### src/rtl/tinyalu_arbiter.sv
// Round-robin arbiter sharing one TinyALU between two requesters.
// Optional start/done watchdog enabled by defining TINYALU_ARB_TIMEOUT_EN.
module tinyalu_arbiter #(
    parameter int TIMEOUT = 16
) (
    input  logic        clk,
    input  logic        reset_n,
    input  logic [1:0]  req_valid,
    output logic [1:0]  req_ready,
    input  logic [15:0] req_a,
    input  logic [15:0] req_b,
    input  logic [5:0]  req_op,
    output logic [1:0]  resp_valid,
    output logic [15:0] resp_result,
    output logic        resp_err,
    output logic        alu_start,
    output logic [7:0]  alu_a,
    output logic [7:0]  alu_b,
    output logic [2:0]  alu_op,
    input  logic        alu_done,
    input  logic [15:0] alu_result
);

    // state | meaning
    // IDLE  | arbitrating, req_ready = round-robin grant
    // ISSUE | alu_start held with captured operands until alu_done
    // RESP  | one-cycle resp_valid pulse to the owner
    typedef enum logic [1:0] {IDLE, ISSUE, RESP} state_t;

    state_t      state_q, state_d;
    logic        last_q, last_d;
    logic        owner_q, owner_d;
    logic        armed_q, armed_d;
    logic [7:0]  a_q, a_d, b_q, b_d;
    logic [2:0]  op_q, op_d;
    logic        start_q, start_d;
    logic [1:0]  rv_q, rv_d;
    logic [15:0] res_q, res_d;
    logic [1:0]  grant;
    logic        sel;
    logic [2:0]  sel_op;
`ifdef TINYALU_ARB_TIMEOUT_EN
    logic        err_q, err_d;
    logic [7:0]  cnt_q, cnt_d;
`else
    logic        unused_timeout;
    assign unused_timeout = (TIMEOUT > 0);
`endif

    // armed_q keeps req_ready low until the first edge after reset release
    always_comb begin
        grant = 2'b00;
        if (state_q == IDLE && armed_q) begin
            if (req_valid == 2'b11) grant = last_q ? 2'b01 : 2'b10;
            else                    grant = req_valid;
        end
    end

    assign sel    = grant[1];
    assign sel_op = sel ? req_op[5:3] : req_op[2:0];

    always_comb begin
        state_d = state_q;
        last_d  = last_q;
        owner_d = owner_q;
        armed_d = 1'b1;
        a_d     = a_q;
        b_d     = b_q;
        op_d    = op_q;
        start_d = start_q;
        rv_d    = 2'b00;
        res_d   = res_q;
`ifdef TINYALU_ARB_TIMEOUT_EN
        err_d   = err_q;
        cnt_d   = cnt_q;
`endif
        case (state_q)
            IDLE: begin
                if (|grant) begin
                    owner_d = sel;
                    last_d  = sel;
                    a_d     = sel ? req_a[15:8] : req_a[7:0];
                    b_d     = sel ? req_b[15:8] : req_b[7:0];
                    op_d    = sel_op;
`ifdef TINYALU_ARB_TIMEOUT_EN
                    err_d   = 1'b0;
                    cnt_d   = 8'(TIMEOUT - 1);
`endif
                    if (sel_op == 3'b000) begin
                        state_d = RESP;
                        res_d   = 16'h0000;
                        rv_d    = grant;
                    end else begin
                        state_d = ISSUE;
                        start_d = 1'b1;
                    end
                end
            end
            ISSUE: begin
                if (alu_done) begin
                    state_d = RESP;
                    start_d = 1'b0;
                    res_d   = alu_result;
                    rv_d    = owner_q ? 2'b10 : 2'b01;
                end
`ifdef TINYALU_ARB_TIMEOUT_EN
                else if (cnt_q == 8'd0) begin
                    state_d = RESP;
                    start_d = 1'b0;
                    res_d   = 16'h0000;
                    err_d   = 1'b1;
                    rv_d    = owner_q ? 2'b10 : 2'b01;
                end else begin
                    cnt_d = cnt_q - 8'd1;
                end
`endif
            end
            RESP:    state_d = IDLE;
            default: state_d = IDLE;
        endcase
    end

    always_ff @(posedge clk or negedge reset_n) begin
        if (!reset_n) begin
            state_q <= IDLE;
            last_q  <= 1'b1;
            owner_q <= 1'b0;
            armed_q <= 1'b0;
            a_q     <= 8'h00;
            b_q     <= 8'h00;
            op_q    <= 3'b000;
            start_q <= 1'b0;
            rv_q    <= 2'b00;
            res_q   <= 16'h0000;
`ifdef TINYALU_ARB_TIMEOUT_EN
            err_q   <= 1'b0;
            cnt_q   <= 8'h00;
`endif
        end else begin
            state_q <= state_d;
            last_q  <= last_d;
            owner_q <= owner_d;
            armed_q <= armed_d;
            a_q     <= a_d;
            b_q     <= b_d;
            op_q    <= op_d;
            start_q <= start_d;
            rv_q    <= rv_d;
            res_q   <= res_d;
`ifdef TINYALU_ARB_TIMEOUT_EN
            err_q   <= err_d;
            cnt_q   <= cnt_d;
`endif
        end
    end

    assign req_ready   = grant;
    assign alu_start   = start_q;
    assign alu_a       = a_q;
    assign alu_b       = b_q;
    assign alu_op      = op_q;
    assign resp_valid  = rv_q;
    assign resp_result = res_q;
`ifdef TINYALU_ARB_TIMEOUT_EN
    assign resp_err    = err_q;
`else
    assign resp_err    = 1'b0;
`endif

endmodule

### config.mk
export PLATFORM = sky130hd
export DESIGN_NAME = tinyalu_arbiter
export DESIGN_NICKNAME = d
export VERILOG_FILES = /design/src/rtl/tinyalu_arbiter.sv
export SDC_FILE = /design/constraint.sdc
export NUM_CORES = 1
export LEC_CHECK = 0
export CAP_MARGIN = 20
export CORE_MARGIN = 2
export CORE_UTILIZATION = 35
export DETAILED_ROUTE_END_ITERATION = 10
export PLACE_DENSITY = 0.77
export SLEW_MARGIN = 5
export SYNTH_ARGS = -nofsm -noshare
export SYNTH_HDL_FRONTEND = slang
export SYNTH_SLANG_ARGS = --single-unit
### constraint.sdc
create_clock -name clk -period 1.6 [get_ports clk]
set_input_delay 0.32 -clock clk [delete_from_list [all_inputs] [get_ports clk]]
set_output_delay 0.32 -clock clk [all_outputs]
set_load 0.005 [all_outputs]
==> metrics.md, run 1 <==
| Metric | Value |
|---|---|
| Hold Path Class | `register to register` |
| Clk buf depth | `2` |
| Die Ht | `75.9 µm` |
| R2r setup slk | `-0.17 ns` |
| Post-route total power | `4.75 mW` |
| Root buffer cell | `clkbuf_8` |
| CP Data Required Time | `1.78 ns` |
| Final Net Count | `335` |
| Netlist cell types | `28` |
| Final worst slack | `-0.174 ns` |
| CTS tree | `yes` |
| Register Area | `1080 µm²` |
| Placer congestion estimate | `0.779` |
| Area post-placement | `2930 µm²` |
| Final instance area | `3190 µm²` |
| Max cap viols | `0` |
| Startpoint types | `register` |
| Die area | `5760 µm²` |
| Post-synthesis sequential area ratio | `0.595` |
| Core area | `5040 µm²` |
| M1 GR Usage | `0.233` |
| Syn avg cell area | `11.5 µm²` |
| Top FF cell, synth | `dfrtp_1` |
| Final setup violation count | `19` |
| 1st-iter DRT viols | `83` |
| P_int | `3.39 mW` |
| Failing checks | `negative setup slack` |
| Dpl ws | `-0.490 ns` |
| Clock network fraction of design power | `0.159` |
| Total GRT Usage | `0.178` |
| Power density cells | `1490 nW/µm²` |
| Most numerous cell in the Yosys netlist | `dfrtp_1` |
| Wirelength, routed | `5060 µm` |
| Commonest cells in the netlist | `42 x dfrtp_1, 19 x mux2i_1, 18 x a21oi_1, 18 x nor2_1, 16 x a22o_1` |
| H-tree depth | `2` |
| TritonCTS sink count | `43` |
| Io pins | `100` |
| Maximum vdd drop | `0.850 mV` |
| Site row count | `26` |
| Static leakage | `1.50 nW` |
| Post-synth EDFFs | `0` |
| Number of fillers in the final layout | `437` |
| Peak Freq | `564 MHz` |
| Final Critical Period | `1.77 ns` |
| Outcome | `finished with violations` |
| Initial Utilization | `0.359` |
| Max FO, Critical Path | `5` |
| Vias in the first global route | `1,699` |
| CTS clk-pin slew, worst paths | `0.08 ns` |
| Antenna fix cells | `0` |
| Synth top area cells | `dfrtp_1 58%, mux2i_1 11%, a22o_1 7.7%` |
| Share of post-route cells with drive strength above 1 | `0.166` |
| GR met3 Demand/Resource | `0.0524` |
| ANT nets after route | `0` |
| Slew Viols, Final | `0` |
| Sw Ratio | `0.287` |
| Crit path capture type | `register` |
| Share of the synthesized area in the top cell type | `0.581` |
| Initial antenna violation count | `0` |
| WHS | `0.473 ns` |
| Post-DP HPWL | `3450 µm` |
| Crit share post-route | `1.11` |
| Number of port buffers | `98` |
| Area occupied by multi-input gates | `732 µm²` |
| Overflow after GRT | `0` |
| RSZ-0062 raised after global routing | `true` |
| Met2 usage | `0.294` |
| Area Growth Syn to Fin | `76.1%` |
| GRT busiest layer | `met2` |
| Yosys top cell by area | `dfrtp_1` |
| Comb power frac | `0.451` |
| Syn nets | `216` |
| #FFs+latches synth | `43` |
| Synth Warn # | `0` |
| First-pass GRT wire length | `8220 µm` |
| Die width | `75.9 µm` |
| Mapped Area | `1810 µm²` |
| Async SR Flop Fraction | `1.00` |
| Vias | `1,664` |
| NetSw | `1.36 mW` |
| Clk_skew | `0.00498 ns` |
| Drt drc | `0` |
| Arrival @ worst endpoint | `1.95 ns` |
| Num CTS Buffers | `5` |
| Endpoints failing hold | `0` |
| WS Path Type | `register to register` |
| Largest net degree at the start of global routing | `41` |
| Sequential power share | `0.390` |
| Worst-Skew Late Latency | `0.29 ns` |
| First-pass iteration count of the detailed router | `4` |
| Cells after Synth | `157` |
| Vias/cell | `4.80` |
| Wire per inst | `14.6 µm` |
[per-stage QoR]
step                      TNS (ns)  utilization  instances
after CTS                    -2.49        0.617        342
after floorplan             -0.274            -        157
after global routing         -3.76        0.632        347
final                        -2.64        0.632        347
after detailed placement    -13.26        0.581        329
after global placement      -12.28        0.581        329
[logic make-up after synthesis]
group,Yosys count,share of synthesized area
DFF,43,0.595
AOI/OAI and AO/OA,42,0.157
and+or+nand+nor,37,0.0961
muxes,19,0.105
buffers and inverters,14,0.0428
other,2,0.00415
[registers in the layout, indices dropped and copies added, names as in the netlist]
name / cells
last_q: 1
resp_result: 16
owner_q: 1
armed_q: 1
state_q: 2
alu_a: 8
alu_b: 8
alu_start: 1
alu_op: 3
resp_valid: 2
[path summary, 6_finish.rpt]
kind                       cells past startpoint  startpoint               to
max                                            7  state_q[0]   resp_result[2]
min                                            2      last_q           last_q
max reg2reg                                    7  state_q[0]   resp_result[2]
min reg2reg                                    2      last_q           last_q
max in group asynchronous                      3     reset_n  resp_result[13]
min in group asynchronous                      2     reset_n         alu_b[4]
[worst max-delay path: stages (launching register included)]
cell     delay, ns
dfrtp_1       0.40
nor3b_2       0.24
buf_4         0.16
buf_6         0.10
nand4_1       0.09
buf_6         0.15
a32o_4        0.31
a22o_1        0.21
[cell type report]
class | count | area share
clock inverters | 1 | 0.00235
repair buffers | 120 | 0.368
clock buffers | 7 | 0.0302
inverters | 4 | 0.00471
multi-input cells | 102 | 0.230
flip-flops and latches | 43 | 0.338
well taps | 70 | 0.0275
[power groups by stage]
stage / combinational (mW) / sequential (mW) / clock (mW)
after floorplan: 0.710 / 1.90 / 0
after global placement: 1.98 / 1.86 / 0
after detailed placement: 2.03 / 1.86 / 0
after global routing: 2.31 / 1.92 / 0.825
after CTS: 2.09 / 1.86 / 0.784
final: 2.14 / 1.85 / 0.755
[layout by cell type, fill, tap and decap left out, types with 2 or more instances in the layout]
cell | netlist | final
a22o_1 | 16 | 16
inv_2 | 1 | 3
buf_6 | 1 | 5
conb_1 | 2 | 2
nor3b_2 | 2 | 2
clkdlybuf4s50_1 | 0 | 92
a32o_2 | 0 | 2
buf_4 | 1 | 16
nand3_4 | 0 | 2
buf_8 | 1 | 2
dfrtp_1 | 42 | 42
a21oi_1 | 18 | 18
o21ai_0 | 4 | 3
dlygate4sd2_1 | 0 | 2
nand2_1 | 9 | 9
mux2i_1 | 19 | 19
nor2_1 | 18 | 18
clkbuf_8 | 0 | 7
[routing by layer]
metal,up-vias,routed length [µm],part of all wire
met5,-,0,0
met4,0,54,0.011
met3,8,400,0.079
met2,81,2330,0.46
met1,775,2280,0.45
li1,800,-,-
[repair_timing]
action                                  in CTS  in global routing
gates resized for setup                     18                 13
endpoints found under the setup margin      18                 35
gates cloned                                 2                  0
pin swaps                                   10                  3
hold buffers                                 1                  0
setup buffers                                4                  5
endpoints found under the hold margin       15                  0
(Power assumes the default switching activity.)
==> run 2, diff against run 1 <==
Settings changed: REMOVE_ABC_BUFFERS from default to 1.
==> run 2 against run 1 <==
- maximum frequency grew 3.8%
- non-clock buffer count is 3 lower
- hold slack got worse by 0.038 ns
- largest power group unchanged
- die area unchanged
- clock power shrank 7.0%
- sequential cell count unchanged
- the run still ends with negative setup slack left
- core utilization is 2.3 points lower
==> metrics.md, run 2 (synthesized netlist as in run 1, its figures left out) <==
| Metric | Value |
|---|---|
| Outcome | `finished with violations (unchanged)` |
| Failing checks | `negative setup slack (unchanged)` |
| CTS clk-pin slew, worst paths | `0.09 ns (was 0.08 ns)` |
| Crit path capture type | `register (unchanged)` |
| Vias | `1,594 (was 1,664)` |
| Vias in the first global route | `1,668 (was 1,699)` |
| Max reg flops | `16 (unchanged)` |
| Initial Utilization | `0.359 (unchanged)` |
| Max FO, Critical Path | `17 (was 5)` |
| Number of port buffers | `98 (unchanged)` |
| CP Buf/Inv Count | `3 (unchanged)` |
| CP delay by family, top | `compound AO/OA/AOI/OAI gates (unchanged)` |
| Crit-path cells | `nor3b_2 > buf_4 > buf_6 > nand4_1 > a32o_2 > buf_12 > a22o_1 (was nor3b_2 > buf_4 > buf_6 > nand4_1 > buf_6 > a32o_4 > a22o_1)` |
| Final Net Count | `330 (was 335)` |
| Peak Freq | `585 MHz (was 564 MHz)` |
| Final worst slack | `-0.108 ns (was -0.174 ns)` |
| Antenna fix cells | `0 (unchanged)` |
| Wirelength, routed | `4600 µm (was 5060 µm)` |
| First-pass iteration count of the detailed router | `4 (unchanged)` |
| CP Data Required Time | `1.79 ns (was 1.78 ns)` |
| Setup TNS Final | `-1.72 ns (was -2.64 ns)` |
| Static leakage | `1.45 nW (was 1.50 nW)` |
| Total GRT Usage | `0.170 (was 0.178)` |
| Initial antenna violation count | `0 (unchanged)` |
| Post-route total power | `4.61 mW (was 4.75 mW)` |
| Maximum vdd drop | `0.729 mV (was 0.850 mV)` |
| Root buffer cell | `clkbuf_8 (unchanged)` |
| Core area | `5040 µm² (unchanged)` |
| H-tree depth | `2 (unchanged)` |
| Drt drc | `0 (unchanged)` |
| Commonest non-fill, non-tap cells in the layout | `93 x clkdlybuf4s50_1, 42 x dfrtp_1, 18 x mux2i_1, 18 x nor2_1, 18 x a21oi_1 (was 92 x clkdlybuf4s50_1, 42 x dfrtp_1, 19 x mux2i_1, 18 x nor2_1, 18 x a21oi_1)` |
| Area occupied by multi-input gates | `661 µm² (was 732 µm²)` |
| Wire per inst | `13.4 µm (was 14.6 µm)` |
| Largest net degree at the start of global routing | `41 (unchanged)` |
| Hold Path Class | `input pin to async pin (was register to register)` |
| CP max-delay cell | `dfrtp_1 (unchanged)` |
| WS Path Type | `register to register (unchanged)` |
| Area Growth Syn to Fin | `69.7% (was 76.1%)` |
| Clk_skew | `0.00705 ns (was 0.00498 ns)` |
| Die Ht | `75.9 µm (unchanged)` |
| Placer congestion estimate | `0.758 (was 0.779)` |
| Num CTS Buffers | `5 (unchanged)` |
| Site row count | `26 (unchanged)` |
| Startpoint types | `register (unchanged)` |
| Post-DP HPWL | `3340 µm (was 3450 µm)` |
| Final Critical Period | `1.71 ns (was 1.77 ns)` |
| Io pins | `100 (unchanged)` |
| Endpoints failing hold | `0 (unchanged)` |
| 1st-iter DRT viols | `91 (was 83)` |
| Die width | `75.9 µm (unchanged)` |
| TritonCTS sink count | `43 (unchanged)` |
| RSZ-0062 raised after global routing | `true (unchanged)` |
| Register Area | `1080 µm² (unchanged)` |
| Slew Viols, Final | `0 (unchanged)` |
| Power density cells | `1500 nW/µm² (was 1490 nW/µm²)` |
| Share of post-route cells with drive strength above 1 | `0.129 (was 0.166)` |
| Most common cell after layout, fill and taps aside | `clkdlybuf4s50_1 (unchanged)` |
| Worst-Skew Late Latency | `0.30 ns (was 0.29 ns)` |
| Die area | `5760 µm² (unchanged)` |
| Overflow after GRT | `0 (unchanged)` |
| Clk buf depth | `2 (unchanged)` |
| CTS tree | `yes (unchanged)` |
| ANT nets after route | `0 (unchanged)` |
| First-pass GRT wire length | `7910 µm (was 8220 µm)` |
| Arrival @ worst endpoint | `1.90 ns (was 1.95 ns)` |
| Number of fillers in the final layout | `443 (was 437)` |
| Max cap viols | `0 (unchanged)` |
| CP max stage delay | `0.40 ns (about the same)` |
| Final setup violation count | `19 (unchanged)` |
| Vias/cell | `4.66 (was 4.80)` |
| Crit share post-route | `1.07 (was 1.11)` |
## run 2: cell count changes in the layout (fill, tap and decap cells not counted), moves of 2 or more
cell	before	now
nand3_1	0	2
buf_8	2	0
clkbuf_8	7	5
inv_2	3	1
inv_1	1	3
clkinv_4	0	2
nand3_4	2	0
buf_4	16	14
## run 2: where the power goes
| group | leakage (nW) | internal, mW | switching (mW) |
|---|---|---|---|
| Clock | 0.0443 | 0.312 | 0.390 |
| Sequential | 0.511 | 1.59 | 0.280 |
| Combinational | 0.897 | 1.38 | 0.668 |
| Total | 1.45 | 3.27 | 1.34 |
## run 2: area by class of cell
class | count | share of cell area
clock buffer | 5 | 0.0224
sequential | 43 | 0.351
multi-input combinational | 100 | 0.215
inverter | 4 | 0.00489
clock inverter | 3 | 0.00814
timing repair buffer | 117 | 0.371
tap | 70 | 0.0285
## run 2: per-layer routing
metal / GRT usage / share of wire / routed length, µm / up-vias
li1: - / - / - / 777
met4: 0.0455 / 0.016 / 74 / 0
met1: 0.204 / 0.41 / 1880 / 757
met2: 0.289 / 0.50 / 2310 / 53
met5: 0 / 0 / 0 / -
met3: 0.0619 / 0.074 / 338 / 7
## run 2: timing repair
action                                  CTS  global route
gates resized for setup                  12             4
setup buffers                             3             2
pin swaps                                 4             2
hold endpoints to repair                 11             0
hold buffers                              1             0
endpoints found under the setup margin   18            38
## run 2: worst reg2reg max path, stage by stage (launching register included)
cell and delay, ns:
dfrtp_1 0.40, nor3b_2 0.22, buf_4 0.15, buf_6 0.09, nand4_1 0.12, a32o_2 0.29
buf_12 0.15, a22o_1 0.18
## run 2: path summary, 6_finish.rpt
path	cells after the start	slack (ns)	from	end
max	7	-0.11	state_q[0]	resp_result[5]
min	2	0.44	reset_n	alu_op[2]
max reg2reg	7	-0.11	state_q[0]	resp_result[5]
min reg2reg	2	0.47	last_q	last_q
max in group asynchronous	3	0.59	reset_n	alu_a[1]
min in group clk	3	0.46	req_op[2]	alu_op[2]
## run 2: per-stage QoR
step / hold slack (ns) / util / area, µm² / instances / setup WS (ns)
6_report: 0.435 / 0.609 / 3070 / 342 / -0.108
5_1_grt: 0.463 / 0.609 / 3070 / 342 / -0.203
4_1_cts: 0.435 / 0.603 / 3040 / 340 / -0.120
3_5_place_dp: 0.227 / 0.579 / 2920 / 328 / -0.498
3_3_place_gp: 0.227 / 0.579 / 2920 / 328 / -0.464
2_1_floorplan: 0.0244 / - / 1750 / 147 / -0.383
==> run 3, diff against run 2 <==
--- a/constraint.sdc
+++ b/constraint.sdc
@@ -3,2 +3,2 @@
 set_output_delay 0.32 -clock clk [all_outputs]
-set_load 0.005 [all_outputs]
+set_load 0.02 [all_outputs]
==> run 3 against run 2 <==
- the run still ends with negative setup slack left
- setup slack lost 0.037 ns
- clock power grew 44%
- combinational power grew 21%
- maximum frequency shrank 2.1%
- clock-buffer cell count is the same
- critical path type unchanged
- critical endpoint is now resp_result[14]
- highest routed layer unchanged
==> metrics.md, run 3 (synthesized netlist as in run 1, its figures left out) <==
| Metric | Value |
|---|---|
| Vias | `1,646 (was 1,594)` |
| Placer congestion estimate | `0.788 (was 0.758)` |
| Static leakage | `1.68 nW (was 1.45 nW)` |
| Initial Utilization | `0.359 (unchanged)` |
| Die Ht | `75.9 µm (unchanged)` |
| Final Net Count | `332 (was 330)` |
| Overflow after GRT | `0 (unchanged)` |
| First-pass GRT wire length | `8370 µm (was 7910 µm)` |
| Crit path capture type | `register (unchanged)` |
| Final instance area | `3180 µm² (was 3070 µm²)` |
| Die area | `5760 µm² (unchanged)` |
| Antenna fix cells | `0 (unchanged)` |
| CTS tree | `yes (unchanged)` |
| Clk_skew | `0.0116 ns (was 0.00705 ns)` |
| Max FO, Critical Path | `8 (was 17)` |
| Slew Viols, Final | `0 (unchanged)` |
| H-tree depth | `2 (unchanged)` |
| Initial antenna violation count | `0 (unchanged)` |
| Register Area | `1080 µm² (unchanged)` |
| 1st-iter DRT viols | `90 (was 91)` |
| TritonCTS sink count | `43 (unchanged)` |
| Commonest non-fill, non-tap cells in the layout | `59 x clkdlybuf4s50_1, 42 x dfrtp_1, 19 x mux2i_1 (was 93 x clkdlybuf4s50_1, 42 x dfrtp_1, 18 x mux2i_1, 18 x nor2_1, 18 x a21oi_1)` |
| Crit-path cells | `nor3b_2 > buf_4 > nand4_1 > a32o_2 > a22o_1 (was nor3b_2 > buf_4 > buf_6 > nand4_1 > a32o_2 > buf_12 > a22o_1)` |
| Die width | `75.9 µm (unchanged)` |
| Io pins | `100 (unchanged)` |
| Largest net degree at the start of global routing | `41 (unchanged)` |
| WHS | `0.419 ns (was 0.435 ns)` |
| Post-DP HPWL | `3340 µm (about the same)` |
| Area occupied by multi-input gates | `708 µm² (was 661 µm²)` |
| Most common cell after layout, fill and taps aside | `clkdlybuf4s50_1 (unchanged)` |
| CP max-delay cell | `a32o_2 (was dfrtp_1)` |
| Number of fillers in the final layout | `419 (was 443)` |
| Final worst slack | `-0.145 ns (was -0.108 ns)` |
| WS Path Type | `register to register (unchanged)` |
| Wirelength, routed | `5040 µm (was 4600 µm)` |
| Finished Layout Cells | `344 (was 342)` |
| R2r setup slk | `-0.15 ns (was -0.11 ns)` |
| Startpoint types | `register (unchanged)` |
| Outcome | `finished with violations (unchanged)` |
| RSZ-0062 raised after global routing | `true (unchanged)` |
| Maximum vdd drop | `1.01 mV (was 0.729 mV)` |
| Total GRT Usage | `0.183 (was 0.170)` |
| Setup TNS Final | `-2.02 ns (was -1.72 ns)` |
| Vias in the first global route | `1,736 (was 1,668)` |
| Endpoints failing hold | `0 (unchanged)` |
| Dpl ws | `-0.491 ns (was -0.498 ns)` |
| CTS clk-pin slew, worst paths | `0.09 ns (about the same)` |
| Crit share post-route | `1.09 (was 1.07)` |
| Clk buf depth | `2 (unchanged)` |
| Max reg flops | `16 (unchanged)` |
| Core area | `5040 µm² (unchanged)` |
| Final Critical Period | `1.75 ns (was 1.71 ns)` |
| Number of port buffers | `98 (unchanged)` |
| Post-route total power | `5.32 mW (was 4.61 mW)` |
| Final core utilization | `0.631 (was 0.609)` |
| CP Data Required Time | `1.79 ns (about the same)` |
| Arrival @ worst endpoint | `1.94 ns (was 1.90 ns)` |
| Vias/cell | `4.78 (was 4.66)` |
| Worst rel slew slack | `0.559` |
| ANT nets after route | `0 (unchanged)` |
| CP max stage delay | `0.43 ns (was 0.40 ns)` |
| Power density cells | `1670 nW/µm² (was 1500 nW/µm²)` |
| Area Growth Syn to Fin | `75.8% (was 69.7%)` |
| Worst-Margin Slew | `0.655 ns` |
| First-pass iteration count of the detailed router | `4 (unchanged)` |
| Final setup violation count | `19 (unchanged)` |
| Site row count | `26 (unchanged)` |
| Area post-placement | `2940 µm² (was 2920 µm²)` |
| Wire per inst | `14.6 µm (was 13.4 µm)` |
| Worst-Skew Late Latency | `0.31 ns (was 0.30 ns)` |
| Root buffer cell | `clkbuf_8 (unchanged)` |
| Max cap viols | `0 (unchanged)` |
| Num CTS Buffers | `5 (unchanged)` |
| Peak Freq | `573 MHz (was 585 MHz)` |
| Failing checks | `negative setup slack (unchanged)` |
| Share of post-route cells with drive strength above 1 | `0.146 (was 0.129)` |
| Drt drc | `0 (unchanged)` |
| Hold Path Class | `input pin to async pin (unchanged)` |
| Placed Cells | `330 (was 328)` |
run 3: cell types whose count changed in the layout (fill, tap and decap cells not counted), sizes merged:
| cell | before | now |
|---|---|---|
| a32o | 1 | 3 |
| bufinv | 0 | 2 |
| clkdlybuf4s50 | 93 | 59 |
| clkinv | 2 | 0 |
| dlygate4sd2 | 2 | 18 |
| dlymetal6s2s | 0 | 18 |
run 3: worst max-delay path: cells and delay by family (launching register included):
family,cells,cell delay (ns)
compound gates,2,0.64
buf+inv,1,0.14
flops,1,0.41
simple gates,2,0.43
run 3: final cells by class:
| type | count | area share |
|---|---|---|
| Sequential cell | 43 | 0.338 |
| Multi-Input combinational cell | 102 | 0.222 |
| Inverter | 4 | 0.00472 |
| Clock inverter | 3 | 0.0212 |
| Tap cell | 70 | 0.0275 |
| Timing Repair Buffer | 117 | 0.364 |
| Clock buffer | 5 | 0.0216 |
run 3: routing by layer:
layer / GRT usage / routed length [µm] / vias to the layer above
li1: - / - / 789
met3: 0.0583 / 299 / 7
met2: 0.313 / 2570 / 59
met1: 0.228 / 2100 / 791
met4: 0.0436 / 61 / 0
met5: 0 / 0 / -
run 3: final timing paths:
path | from | end | depth (start not counted)
max | state_q[1] | resp_result[14] | 5
min | reset_n | alu_b[6] | 2
max reg2reg | state_q[1] | resp_result[14] | 5
min reg2reg | last_q | last_q | 2
max in group asynchronous | reset_n | alu_a[6] | 3
min in group clk | req_op[0] | alu_op[0] | 3
run 3: report_power, final:
group | switching (mW) | internal, mW
combinational | 1.25 | 1.21
sequential | 0.261 | 1.59
clock | 0.391 | 0.622
total | 1.90 | 3.42
run 3: repair_timing:
item,4_1_cts,5_1_grt
setup endpoints to repair,34,58
endpoints found under the hold margin,8,0
resized for setup,33,24
pin swaps,6,7
cloned,2,0
setup buffers,4,0
hold buffers,1,0
